==> config.mk <==
export PLATFORM = sky130hd
export DESIGN_NAME = wave_readout
export DESIGN_NICKNAME = d
export VERILOG_FILES = /design/src/rtl/wave_readout.sv
export SDC_FILE = /design/constraint.sdc
export NUM_CORES = 1
export LEC_CHECK = 0
export ABC_AREA = 1
export CELL_PAD_IN_SITES_DETAIL_PLACEMENT = 1
export CELL_PAD_IN_SITES_GLOBAL_PLACEMENT = 2
export CORE_ASPECT_RATIO = 1.5
export CORE_MARGIN = 4
export CORE_UTILIZATION = 28
export DETAILED_ROUTE_END_ITERATION = 8
export PLACE_DENSITY_LB_ADDON = 0.3
export SYNTH_ARGS = -nofsm -noshare
export SYNTH_HDL_FRONTEND = slang
export SYNTH_SLANG_ARGS = --single-unit
export TNS_END_PERCENT = 30
==> constraint.sdc <==
create_clock -name clk -period 1.9 [get_ports clk]
set_clock_uncertainty 0.05 [all_clocks]
set_input_delay 0.38 -clock clk [delete_from_list [all_inputs] [get_ports clk]]
set_output_delay 0.38 -clock clk [all_outputs]
set_load 0.01 [all_outputs]
==> src/rtl/wave_readout.sv <==
// wave_readout: sweeps one half of the ping-pong waveform RAM into 255 line segments; define WAVE_READOUT_SCALE_EN to halve and offset samples by Y_OFFSET
module wave_readout #(
  parameter logic [7:0] Y_OFFSET = 8'd64
) (
  input  logic       clk,
  input  logic       reset,
  input  logic       frame_start,
  input  logic       read_index,
  input  logic [7:0] read_value,
  input  logic       pix_ready,
  output logic [8:0] read_address,
  output logic       wave_display_idle,
  output logic       pix_valid,
  output logic [7:0] pix_x,
  output logic [7:0] pix_y_prev,
  output logic [7:0] pix_y_curr,
  output logic       frame_done
);
  typedef enum logic [2:0] {IDLE, FETCH, CAPTURE, EMIT, DONE} state_t;
  state_t     state;
  logic       half;
  logic [7:0] idx;
  logic [7:0] y;
  logic       unused_bit;
`ifdef WAVE_READOUT_SCALE_EN
  assign y          = {1'b0, read_value[7:1]} + Y_OFFSET;
  assign unused_bit = read_value[0];
`else
  assign y          = read_value;
  assign unused_bit = ^Y_OFFSET;
`endif
  // sweep sequencer: fetch/capture each sample, hand out a segment, hold it until accepted
  always_ff @(posedge clk or posedge reset)
    if (reset) begin
      state             <= IDLE;
      half              <= 1'b0;
      idx               <= 8'd0;
      read_address      <= 9'd0;
      wave_display_idle <= 1'b1;
      pix_valid         <= 1'b0;
      pix_x             <= 8'd0;
      pix_y_prev        <= 8'd0;
      pix_y_curr        <= 8'd0;
      frame_done        <= 1'b0;
    end else begin
      frame_done <= 1'b0;
      case (state)
        IDLE:
          if (frame_start) begin
            half              <= read_index;
            idx               <= 8'd0;
            read_address      <= {read_index, 8'd0};
            wave_display_idle <= 1'b0;
            state             <= FETCH;
          end
        FETCH: state <= CAPTURE;
        CAPTURE: begin
          pix_y_curr <= y;
          if (idx == 8'd0) begin
            idx          <= 8'd1;
            read_address <= {half, 8'd1};
            state        <= FETCH;
          end else begin
            pix_y_prev <= pix_y_curr;
            pix_x      <= idx;
            pix_valid  <= 1'b1;
            state      <= EMIT;
          end
        end
        EMIT:
          if (pix_ready) begin
            pix_valid <= 1'b0;
            if (idx == 8'd255) begin
              frame_done        <= 1'b1;
              wave_display_idle <= 1'b1;
              state             <= DONE;
            end else begin
              idx          <= idx + 8'd1;
              read_address <= {half, idx + 8'd1};
              state        <= FETCH;
            end
          end
        DONE: state <= IDLE;
        default: state <= IDLE;
      endcase
    end
endmodule

=== After elaboration in Yosys (flattened, before gate mapping) ===
Cells that the tools add are included.
Widths: inputs -> output; s select.

* Bitwise gates (word level): 1
* Mux-type cells: 25
* Eq/ne operators: 10
* Reduce and logical (&&, ||, !) cells: 11
* $add $sub $neg: 1

{| class="wikitable"
|+ Operators by type and width
! kind !! number
|-
| $mux 9 || 4
|-
| $mux 8 || 4
|-
| $pmux 9 s3 || 1
|-
| $pmux 8 s3 || 1
|-
| $ne 2x2->1 const B || 6
|-
| $pmux 3 s4 || 1
|-
| $mux 3 || 3
|-
| $add 8x1->8 const B || 1
|-
| $eq 8x8->1 const B || 1
|-
| $logic_not 8->1 || 1
|-
| $mux 1 || 8
|-
| $eq 3x2->1 const B || 2
|-
| $reduce_and 2->1 || 3
|-
| $reduce_and 5->1 || 1
|-
| $pmux 1 s2 || 2
|-
| $reduce_and 4->1 || 1
|-
| $reduce_bool 2->1 || 2
|-
| $eq 3x1->1 const B || 1
|-
| $logic_not 3->1 || 1
|-
| $reduce_and 3->1 || 1
|-
| $reduce_bool 3->1 || 1
|-
| $mux 2 || 1
|-
| $not 1->1 || 1
|}

* Logic and storage cells: 58
* Register bits after elaboration: 48
* Bits of input ports: 13
* Output and inout bits: 36

=== Longest topological paths before layout ===
Gate-level depths: netlist (run 1).

* Depth in word-level cells: 4
* Gate-level depth with buffers: 10
* Gate-level depth less buffers: 10

=== Worst setup path after synthesis (run 1) ===
No wires, ideal clock.

* Path type: register -> register
* Start: register, netlist name read_address[0]
* End: register read_address[0]
* Clock period less this slack: 1.502 ns
* Library setup time: 0.065 ns
* Cell stages (with the launch flop): 11
* Required time: 1.785 ns
* Setup slack: 0.398 ns
* Buffers on the path: 0
* Arrival time: 1.387 ns
* Cells stage by stage: dfrtp_1 -> inv_1 -> ha_1 -> nand2_1 -> nor2_1 -> nand2_1 -> nand2_8 -> nand2_8 -> nor2_4 -> nand2_1 -> nand2_1

{| class="wikitable"
|+ RTL lines
! what !! RTL line !! RTL
|-
| end signal, assigned || 52 || <nowiki>read_address <= {read_index, 8'd0};</nowiki>
|-
| end signal, assigned || 61 || <nowiki>read_address <= {half, 8'd1};</nowiki>
|-
| end signal, assigned || 79 || <nowiki>read_address <= {half, idx + 8'd1};</nowiki>
|-
| end, declared || 11 || <nowiki>output logic [8:0] read_address,</nowiki>
|}

=== Final worst setup path (run 1) ===
* Start: register wave_display_idle
* End: output wave_display_idle

{| class="wikitable"
|+ RTL lines
! what !! RTL line !! RTL
|-
| start, declared || 12 || <nowiki>output logic wave_display_idle,</nowiki>
|-
| start signal, assigned || 39 || <nowiki>wave_display_idle <= 1'b1;</nowiki>
|-
| start signal, assigned || 53 || <nowiki>wave_display_idle <= 1'b0;</nowiki>
|-
| start signal, assigned || 75 || <nowiki>wave_display_idle <= 1'b1;</nowiki>
|}

No word-level cell between the ends.

==> results of run 1 <==
metal layers:
metal / part of all wire (%) / GRT usage, % / up-vias / routed length (um)
met3: 4.4 / 2.675 / 7 / 217
met4: 1.9 / 5.250 / 0 / 92
met1: 40 / 15.42 / 759 / 1986
met2: 53 / 23.00 / 34 / 2633
li1: - / - / 797 / -
met5: 0 / 0 / - / 0
cells by family after synthesis:
| family | Yosys count | share of synthesized area [%] |
|---|---|---|
| buf+inv | 35 | 8.779 |
| fa+ha+maj | 2 | 1.320 |
| compound gates | 46 | 13.60 |
| simple gates | 97 | 23.43 |
| flops | 40 | 52.87 |
power by group through the flow:
stage | sequential (mW) | clock (mW) | combinational [mW]
2_1_floorplan | 1.45 | 0 | 0.910
3_3_place_gp | 1.35 | 0 | 1.77
3_5_place_dp | 1.36 | 0 | 1.81
4_1_cts | 1.35 | 0.717 | 1.82
5_1_grt | 1.38 | 0.740 | 2.00
6_report | 1.34 | 0.685 | 1.77
metrics by stage:
| stage | utilization [%] | total power [mW] | area, sq um | hold WS [ns] |
|---|---|---|---|---|
| 2_1_floorplan | - | 2.356 | 1896 | 0.4159 |
| 3_3_place_gp | 37.95 | 3.126 | 2479 | 0.4079 |
| 3_5_place_dp | 37.95 | 3.169 | 2479 | 0.4113 |
| 4_1_cts | 39.60 | 3.880 | 2586 | 0.3980 |
| 5_1_grt | 39.64 | 4.122 | 2589 | 0.4162 |
| 6_report | 39.64 | 3.794 | 2589 | 0.3889 |
worst max path at each step:
| stage | to |
|---|---|
| finish | wave_display_idle |
| global placement | read_address[2]$_DFFE_PP0P_ |
| global route | read_address[4]$_DFFE_PP0P_ |
| floorplan | read_address[0]$_DFFE_PP0P_ |
| CTS | wave_display_idle |
| detailed placement | read_address[6]$_DFFE_PP0P_ |
tightest hold or removal path: stages:
cell and delay (ns):
clkdlybuf4s50_1 0.39, inv_1 0.09, buf_12 0.24
registers in the layout (all words and copies together) (netlist names):
signal	count
frame_done	1
half	1
pix_valid	1
pix_x	8
pix_y_curr	8
pix_y_prev	8
read_address	9
state	3
wave_display_idle	1
Yosys cell counts (all sizes together):
library cell	number	share of area, %
nand3	5	1.6
dfstp	1	1.4
nor2	20	5.1
o21bai	9	3.6
ha	2	1.3
dfrtp	39	51
a21oi	7	1.8
o21ai	28	7.4
inv	29	5.7
o21a	1	0.40
nand2	69	16
o211ai	1	0.40
nor3	3	0.79
buf	6	3.0
final cells by class:
cell class | count | area [sq um] | share of cell area (%)
clock inverters | 2 | 35.03 | 1.353
multi-input cells | 145 | 729.5 | 28.18
repair buffers | 55 | 545.5 | 21.07
flip-flops and latches | 40 | 1002 | 38.71
inverters | 29 | 108.9 | 4.205
well taps | 76 | 95.09 | 3.673
clock buffers | 6 | 72.57 | 2.803
what timing repair did:
item	4_1_cts	5_1_grt
endpoints found under the setup margin	0	3
hold buffers	0	0
gates resized for setup	0	1
==> impl_metrics.py, run 1 <==
metrics = {
    "run_status": {
        "status": "finished clean",
    },
    "logic_synthesis": {
        "synthesis.nets": 235,
        "ys_seq_elements": 40,
        "synth_area_per_cell_sq_um": 8.616,
        "yosys_warnings": 0,
        "synthCells": 220,
        "yosysSeqAreaShare_pct": 52.87,
        "ys_types": 22,
        "synth_area_sq_mm": 0.001896,
    },
    "worst_setup_path": {
        "reg2reg_slack_ns": 0.26,
        "crit_buf_inv": 1,
        "r2r_start": "read_address[1]$_DFFE_PP0P_",
        "r2r_end": "read_address[4]$_DFFE_PP0P_",
        "worst_ep_required_time_ns": 1.47,
        "cp_slowest_stage_delay_ns": 0.53,
        "path_max_fanout": 2,
        "critPathTopFamily": "flip-flops",
        "end_kind": "output port",
        "cp.arrival_ns": 1.34,
        "slowest_stage": "dfstp_2",
        "r2r_cells": 10,
        "critPathLaunchType": "register",
        "critPathKind": "reg -> out",
        "startpoint": "wave_display_idle$_DFFE_PP1P_",
        "cp_num_cells": 1,
        "crit_chain": "clkdlybuf4s50_1",
    },
    "pwr": {
        "cellPowerDensity_mw_per_mm2": 1466,
        "power.switching_mw": 1.432,
        "sw_frac_of_total_pct": 37.75,
        "peakVddDrop_mv": 0.4151,
        "p_leak_nw": 1.237,
        "p_int_mw": 2.362,
        "pwr-share-clk_pct": 18.1,
        "pwr-share-comb_pct": 46.7,
        "seqPwrFrac_pct": 35.2,
    },
    "grt": {
        "grt_max_degree": 41,
        "grt_overflow": 0,
        "antenna_found_initial": 0,
        "grt_pass1_wl_um": 8148,
        "grt_usage_pct": 13.18,
        "grt_pass1_vias": 1672,
    },
    "timing": {
        "fin_tns_setup_ns": 0,
        "period_needed_ns": 1.774,
        "worst_slew_pin_slew_ns": 0.3352,
        "finalSetupViolCount": 0,
        "layout_setup_ws_ns": 0.1258,
        "rsz0062_at_grt": "no",
        "period_share_pct": 93.38,
        "hold_violations": 0,
        "fmax_mhz": 563.6,
        "slew_headroom_pct": 77.66,
        "slew_violations": 0,
    },
    "floorplanning": {
        "core-area_sq_mm": 0.006531,
        "die_x_um": 75.18,
        "rows": 36,
        "io_pins": 49,
        "start_util_pct": 29.02,
        "die_h_um": 108.8,
        "dieArea_sq_mm": 0.008177,
    },
    "route": {
        "drt-initial-drc-count": 51,
        "drt_first_pass_iters": 4,
        "drt_wl_total_um": 4930,
        "drtAntennaViolNets": 0,
        "vias": 1597,
        "wire_per_inst_um": 13.97,
        "drc": 0,
        "vias_per_cell": 4.524,
    },
    "final_layout": {
        "fillers": 791,
        "stdcell_count": 353,
        "area_delta_synth_final_pct": 36.57,
        "antennaDiodeCount": 0,
        "drive_gt1_share_pct": 10.11,
        "mostFrequentLayoutCells": "62 x nand2_1, 48 x clkdlybuf4s50_1, 39 x dfrtp_1, 27 x inv_1, 24 x o21ai_0",
        "final_nets": 291,
        "layout_commonest_cell": "nand2_1",
    },
    "clocking": {
        "cts_tree": "yes",
        "clkTransAtPathRegs_ns": 0.08,
        "root_buffer": "clkbuf_8",
        "numCtsBuffers": 5,
        "cts.sinks": 40,
        "htreeDepth": 2,
        "clock_latency_ns": 0.29,
        "cts.path.max_buffers": 2,
        "post_cts_buffers": 0,
    },
    "job": {
        "maxCapViolations": 0,
    },
    "place": {
        "hpwl_um": 3743,
        "io_buffers": 48,
        "dp.cells": 345,
        "dp_slack_ns": 0.04338,
        "gp_congestion": 0.7710,
    },
    "hold_path": {
        "holdCritPathClass": "in -> async",
    },
}
Power figures use the tool's default switching activity.
==> inputs of run 2 (changes only) <==
==> constraint.sdc (replaced) <==
create_clock -name clk -period 1.9 [get_ports clk]
set_clock_uncertainty 0.05 [all_clocks]
set_input_delay 0.285 -clock clk [delete_from_list [all_inputs] [get_ports clk]]
set_output_delay 0.285 -clock clk [all_outputs]
set_load 0.01 [all_outputs]
==> impl_metrics.py, run 2 (synthesis results as in run 1) <==
metrics = {
    "run_status": {
        "status": "finished clean",
    },
    "place": {
        "gp_congestion": 0.8394,
        "place_area_sq_mm": 0.002464,
        "hpwl_um": 3763,
        "io_buffers": 48,
    },
    "floorplanning": {
        "die_h_um": 108.8,
        "dieArea_sq_mm": 0.008177,
        "rows": 36,
        "start_util_pct": 29.02,
        "die_x_um": 75.18,
        "core-area_sq_mm": 0.006531,
        "io_pins": 49,
    },
    "worst_setup_path": {
        "r2r_cells": 10,
        "critPathLaunchType": "register",
        "path_max_fanout": 2,
        "worst_ep_required_time_ns": 1.56,
        "r2r_end": "read_address[2]$_DFFE_PP0P_",
        "critPathTopFamily": "flip-flops",
        "cp.arrival_ns": 1.37,
        "critPathKind": "reg -> out",
        "crit_chain": "clkdlybuf4s50_1",
        "cp_slowest_stage_delay_ns": 0.54,
        "end_kind": "output port",
        "r2r_start": "read_address[0]$_DFFE_PP0P_",
        "reg2reg_slack_ns": 0.22,
        "crit_buf_inv": 1,
        "slowest_stage": "dfstp_2",
    },
    "grt": {
        "use_met1_pct": 16.34,
        "use_met2_pct": 23.00,
        "antenna_found_initial": 0,
        "grt_pass1_wl_um": 8224,
        "grt_usage_pct": 13.27,
        "use_met3_pct": 2.214,
        "busiest_layer": "met2",
        "grt_overflow": 0,
        "grt_max_degree": 41,
        "grt_pass1_vias": 1633,
    },
    "job": {
        "maxCapViolations": 0,
    },
    "timing": {
        "finalSetupViolCount": 0,
        "slew_violations": 0,
        "period_needed_ns": 1.700,
        "period_share_pct": 89.49,
        "whs_ns": 0.3006,
        "hold_violations": 0,
        "fmax_mhz": 588.1,
        "worst_slew_pin_slew_ns": 0.3230,
        "fin_tns_setup_ns": 0,
        "slew_headroom_pct": 78.47,
        "rsz0062_at_grt": "no",
    },
    "clocking": {
        "cts.path.max_buffers": 2,
        "clock_latency_ns": 0.29,
        "root_buffer": "clkbuf_8",
        "cts_hold_buf": 0,
        "post_cts_buffers": 0,
        "cts.sinks": 40,
        "numCtsBuffers": 5,
        "cts_tree": "yes",
        "clkTransAtPathRegs_ns": 0.08,
        "htreeDepth": 2,
    },
    "final_layout": {
        "largest_reg_flops": 9,
        "layout_commonest_cell": "nand2_1",
        "mostFrequentLayoutCells": "62 x nand2_1, 48 x clkdlybuf4s50_1, 39 x dfrtp_1, 27 x inv_1, 24 x o21ai_0",
        "top_register": "read_address",
        "drive_gt1_share_pct": 10.14,
        "antennaDiodeCount": 0,
        "final_nets": 290,
        "area_delta_synth_final_pct": 35.31,
        "design_area_sq_mm": 0.002565,
    },
    "pwr": {
        "cellPowerDensity_mw_per_mm2": 1439,
        "peakVddDrop_mv": 0.6628,
        "power_mw": 3.692,
        "p_leak_nw": 1.223,
    },
    "route": {
        "drtAntennaViolNets": 0,
        "vias_per_cell": 4.472,
        "drt_wl_total_um": 4952,
        "wire_per_inst_um": 14.07,
        "drc": 0,
        "drt-initial-drc-count": 68,
        "drt_first_pass_iters": 3,
        "vias": 1574,
    },
    "hold_path": {
        "holdCritPathClass": "in -> async",
    },
}
run 2: cell count changes in the layout (fill, tap and decap cells not counted):
cell / delta
buf_4: -2
bufinv_16: -1
clkbuf_1: -1
clkinv_2: +1
clkinv_4: +1
nor2_4: +1
run 2: final cells by class:
type / count / area (sq um)
multi-input cells: 146 / 740.7
fillers: 765 / 3966
well taps: 76 / 95.09
flip-flops and latches: 40 / 1002
clock buffers: 5 / 68.82
inverters: 29 / 108.9
clock inverters: 3 / 18.77
repair buffers: 53 / 530.5
run 2: timing repair:
item	in CTS	in global routing
endpoints found under the hold margin	0	0
setup endpoints to repair	0	17
resized for setup	0	2
run 2: stage by stage:
stage | util (%) | std cells | setup WS (ns)
2_1_floorplan | - | 220 | 0.3985
3_3_place_gp | 37.72 | 343 | 0.1019
3_5_place_dp | 37.72 | 343 | 0.1091
4_1_cts | 39.06 | 351 | 0.07430
5_1_grt | 39.27 | 352 | 0.02676
6_report | 39.27 | 352 | 0.1997
run 2: per-layer routing:
metal / up-vias / wire [um]
li1: 797 / -
met1: 738 / 2069
met2: 35 / 2597
met3: 4 / 211
met4: 0 / 73
met5: - / 0
run 2: power by group:
part	total, mW	leakage [nW]	switching (mW)	internal (mW)
Sequential	1.34	0.514	0.189	1.15
Clock	0.565	0.0479	0.309	0.256
Combinational	1.79	0.660	0.970	0.817
Total	3.69	1.22	1.47	2.22
run 2: worst max path at each step:
| stage | slack [ns] | cells after the start | end | start |
|---|---|---|---|---|
| after floorplan | 0.40 | 10 | read_address[0]$_DFFE_PP0P_ | read_address[0]$_DFFE_PP0P_ |
| after global placement | 0.10 | 10 | read_address[2]$_DFFE_PP0P_ | read_address[0]$_DFFE_PP0P_ |
| after detailed placement | 0.11 | 10 | read_address[2]$_DFFE_PP0P_ | read_address[0]$_DFFE_PP0P_ |
| after CTS | 0.07 | 10 | read_address[2]$_DFFE_PP0P_ | read_address[0]$_DFFE_PP0P_ |
| after global routing | 0.03 | 9 | pix_x[5]$_DFFE_PP0P_ | read_address[0]$_DFFE_PP0P_ |
| final | 0.20 | 1 | wave_display_idle | wave_display_idle$_DFFE_PP1P_ |
run 2: worst register-to-register path: stages, from the launching register on:
cell and delay [ns]:
dfrtp_1 0.43, inv_1 0.12, ha_1 0.15, nand2_1 0.05, nor2_1 0.13, nand2_2 0.12, nand2_8 0.15, nand2_8 0.10
nor2_4 0.19, nand2_1 0.08, nand2_1 0.07
==> inputs of run 3 (changes only) <==
Settings changed: SETUP_SLACK_MARGIN from default to 0.4.
==> impl_metrics.py, run 3 (synthesis results as in run 1) <==
metrics = {
    "route": {
        "wire_per_inst_um": 14.46,
        "drtAntennaViolNets": 0,
        "drt_first_pass_iters": 4,
        "drt_wl_total_um": 5322,
        "drc": 0,
        "drt-initial-drc-count": 62,
        "vias_per_cell": 4.489,
        "vias": 1652,
    },
    "worst_setup_path": {
        "slowest_stage": "clkdlybuf4s50_1",
        "end_kind": "output port",
        "cp.arrival_ns": 1.24,
        "critPathLaunchType": "register",
        "critPathKind": "reg -> out",
        "cp_slowest_stage_delay_ns": 0.56,
        "worst_ep_required_time_ns": 1.56,
        "path_max_fanout": 3,
        "crit_buf_inv": 1,
        "crit_chain": "clkdlybuf4s50_1",
        "critPathTopFamily": "buffers and inverters",
    },
    "final_layout": {
        "design_area_sq_mm": 0.002779,
        "antennaDiodeCount": 0,
        "mostFrequentLayoutCells": "60 x nand2_1, 42 x clkdlybuf4s50_1, 35 x dfrtp_1, 24 x inv_1, 24 x o21ai_0",
        "stdcell_count": 368,
        "drive_gt1_share_pct": 19.18,
        "final_nets": 306,
        "largest_reg_flops": 9,
        "utilization_pct": 42.55,
        "top_register": "read_address",
        "area_delta_synth_final_pct": 46.60,
        "layout_commonest_cell": "nand2_1",
    },
    "clocking": {
        "clkTransAtPathRegs_ns": 0.08,
        "clock_latency_ns": 0.29,
        "cts.path.max_buffers": 2,
        "htreeDepth": 2,
        "cts_tree": "yes",
        "cts.sinks": 40,
        "root_buffer": "clkbuf_8",
        "cts_hold_buf": 0,
        "numCtsBuffers": 5,
    },
    "grt": {
        "antenna_found_initial": 0,
        "grt_pass1_wl_um": 8763,
        "grt_overflow": 0,
        "grt_max_degree": 24,
        "grt_pass1_vias": 1790,
        "grt_usage_pct": 14.17,
    },
    "timing": {
        "hold_violations": 0,
        "period_needed_ns": 1.578,
        "slew_headroom_pct": 70.19,
        "fmax_mhz": 633.6,
        "whs_ns": 0.2434,
        "finalSetupViolCount": 0,
        "layout_setup_ws_ns": 0.3218,
        "period_share_pct": 83.06,
        "fin_tns_setup_ns": 0,
        "rsz0062_at_grt": "yes",
        "slew_violations": 0,
        "worst_slew_pin_slew_ns": 0.4467,
    },
    "floorplanning": {
        "start_util_pct": 29.02,
        "core-area_sq_mm": 0.006531,
        "die_h_um": 108.8,
        "die_x_um": 75.18,
        "dieArea_sq_mm": 0.008177,
        "rows": 36,
        "io_pins": 49,
    },
    "place": {
        "dp.cells": 346,
        "gp_congestion": 0.7996,
        "place_area_sq_mm": 0.002489,
        "hpwl_um": 3821,
        "io_buffers": 48,
        "dp_slack_ns": 0.1007,
    },
    "pwr": {
        "peakVddDrop_mv": 0.4580,
        "power_mw": 3.989,
        "p_leak_nw": 1.394,
        "cellPowerDensity_mw_per_mm2": 1435,
    },
    "run_status": {
        "status": "finished clean",
    },
    "job": {
        "maxCapViolations": 0,
    },
    "hold_path": {
        "holdCritPathClass": "in -> async",
    },
}
-- run 3: changes by cell type in the layout (fill, tap and decap cells not counted), sizes merged --
cell,before,now
clkbuf,5,8
dlygate4sd2,0,1
nand2,69,71
dlymetal6s2s,0,5
clkinv,3,0
buf,5,19
clkdlybuf4s50,48,42
-- run 3: cell type report --
cell class | count | area [sq um]
repair buffers | 67 | 659.4
well taps | 76 | 95.09
multi-input cells | 148 | 818.3
inverters | 29 | 108.9
fillers | 774 | 3752
clock buffers | 8 | 90.09
flip-flops and latches | 40 | 1007
-- run 3: worst paths after layout --
check	endpoint	slack, ns	from	cells past startpoint
max	read_address[3]	0.32	read_address[3]$_DFFE_PP0P_	1
min	pix_x[6]$_DFFE_PP0P_	0.24	reset	2
max reg2reg	read_address[6]$_DFFE_PP0P_	0.37	read_address[1]$_DFFE_PP0P_	9
min reg2reg	wave_display_idle$_DFFE_PP1P_	0.42	wave_display_idle$_DFFE_PP1P_	2
max in group asynchronous	wave_display_idle$_DFFE_PP1P_	1.00	reset	3
min in group clk	wave_display_idle$_DFFE_PP1P_	0.42	wave_display_idle$_DFFE_PP1P_	2
-- run 3: power breakdown --
part	internal, mW	total [mW]	switching (mW)
Combinational	0.994	2.07	1.07
Clock	0.296	0.587	0.290
Sequential	1.15	1.34	0.183
-- run 3: repair_timing --
| action | 4_1_cts | 5_1_grt |
|---|---|---|
| resized for setup | 19 | 12 |
| gates cloned | 3 | 0 |
| endpoints found under the setup margin | 63 | 64 |
| pin swaps | 10 | 5 |
| setup buffers | 7 | 4 |
-- run 3: metal layers --
layer,share of wire [%],global-route usage (%)
met1,42,16.76
met2,52,24.81
met3,4.7,2.768
met4,1.7,5.250
met5,0,0
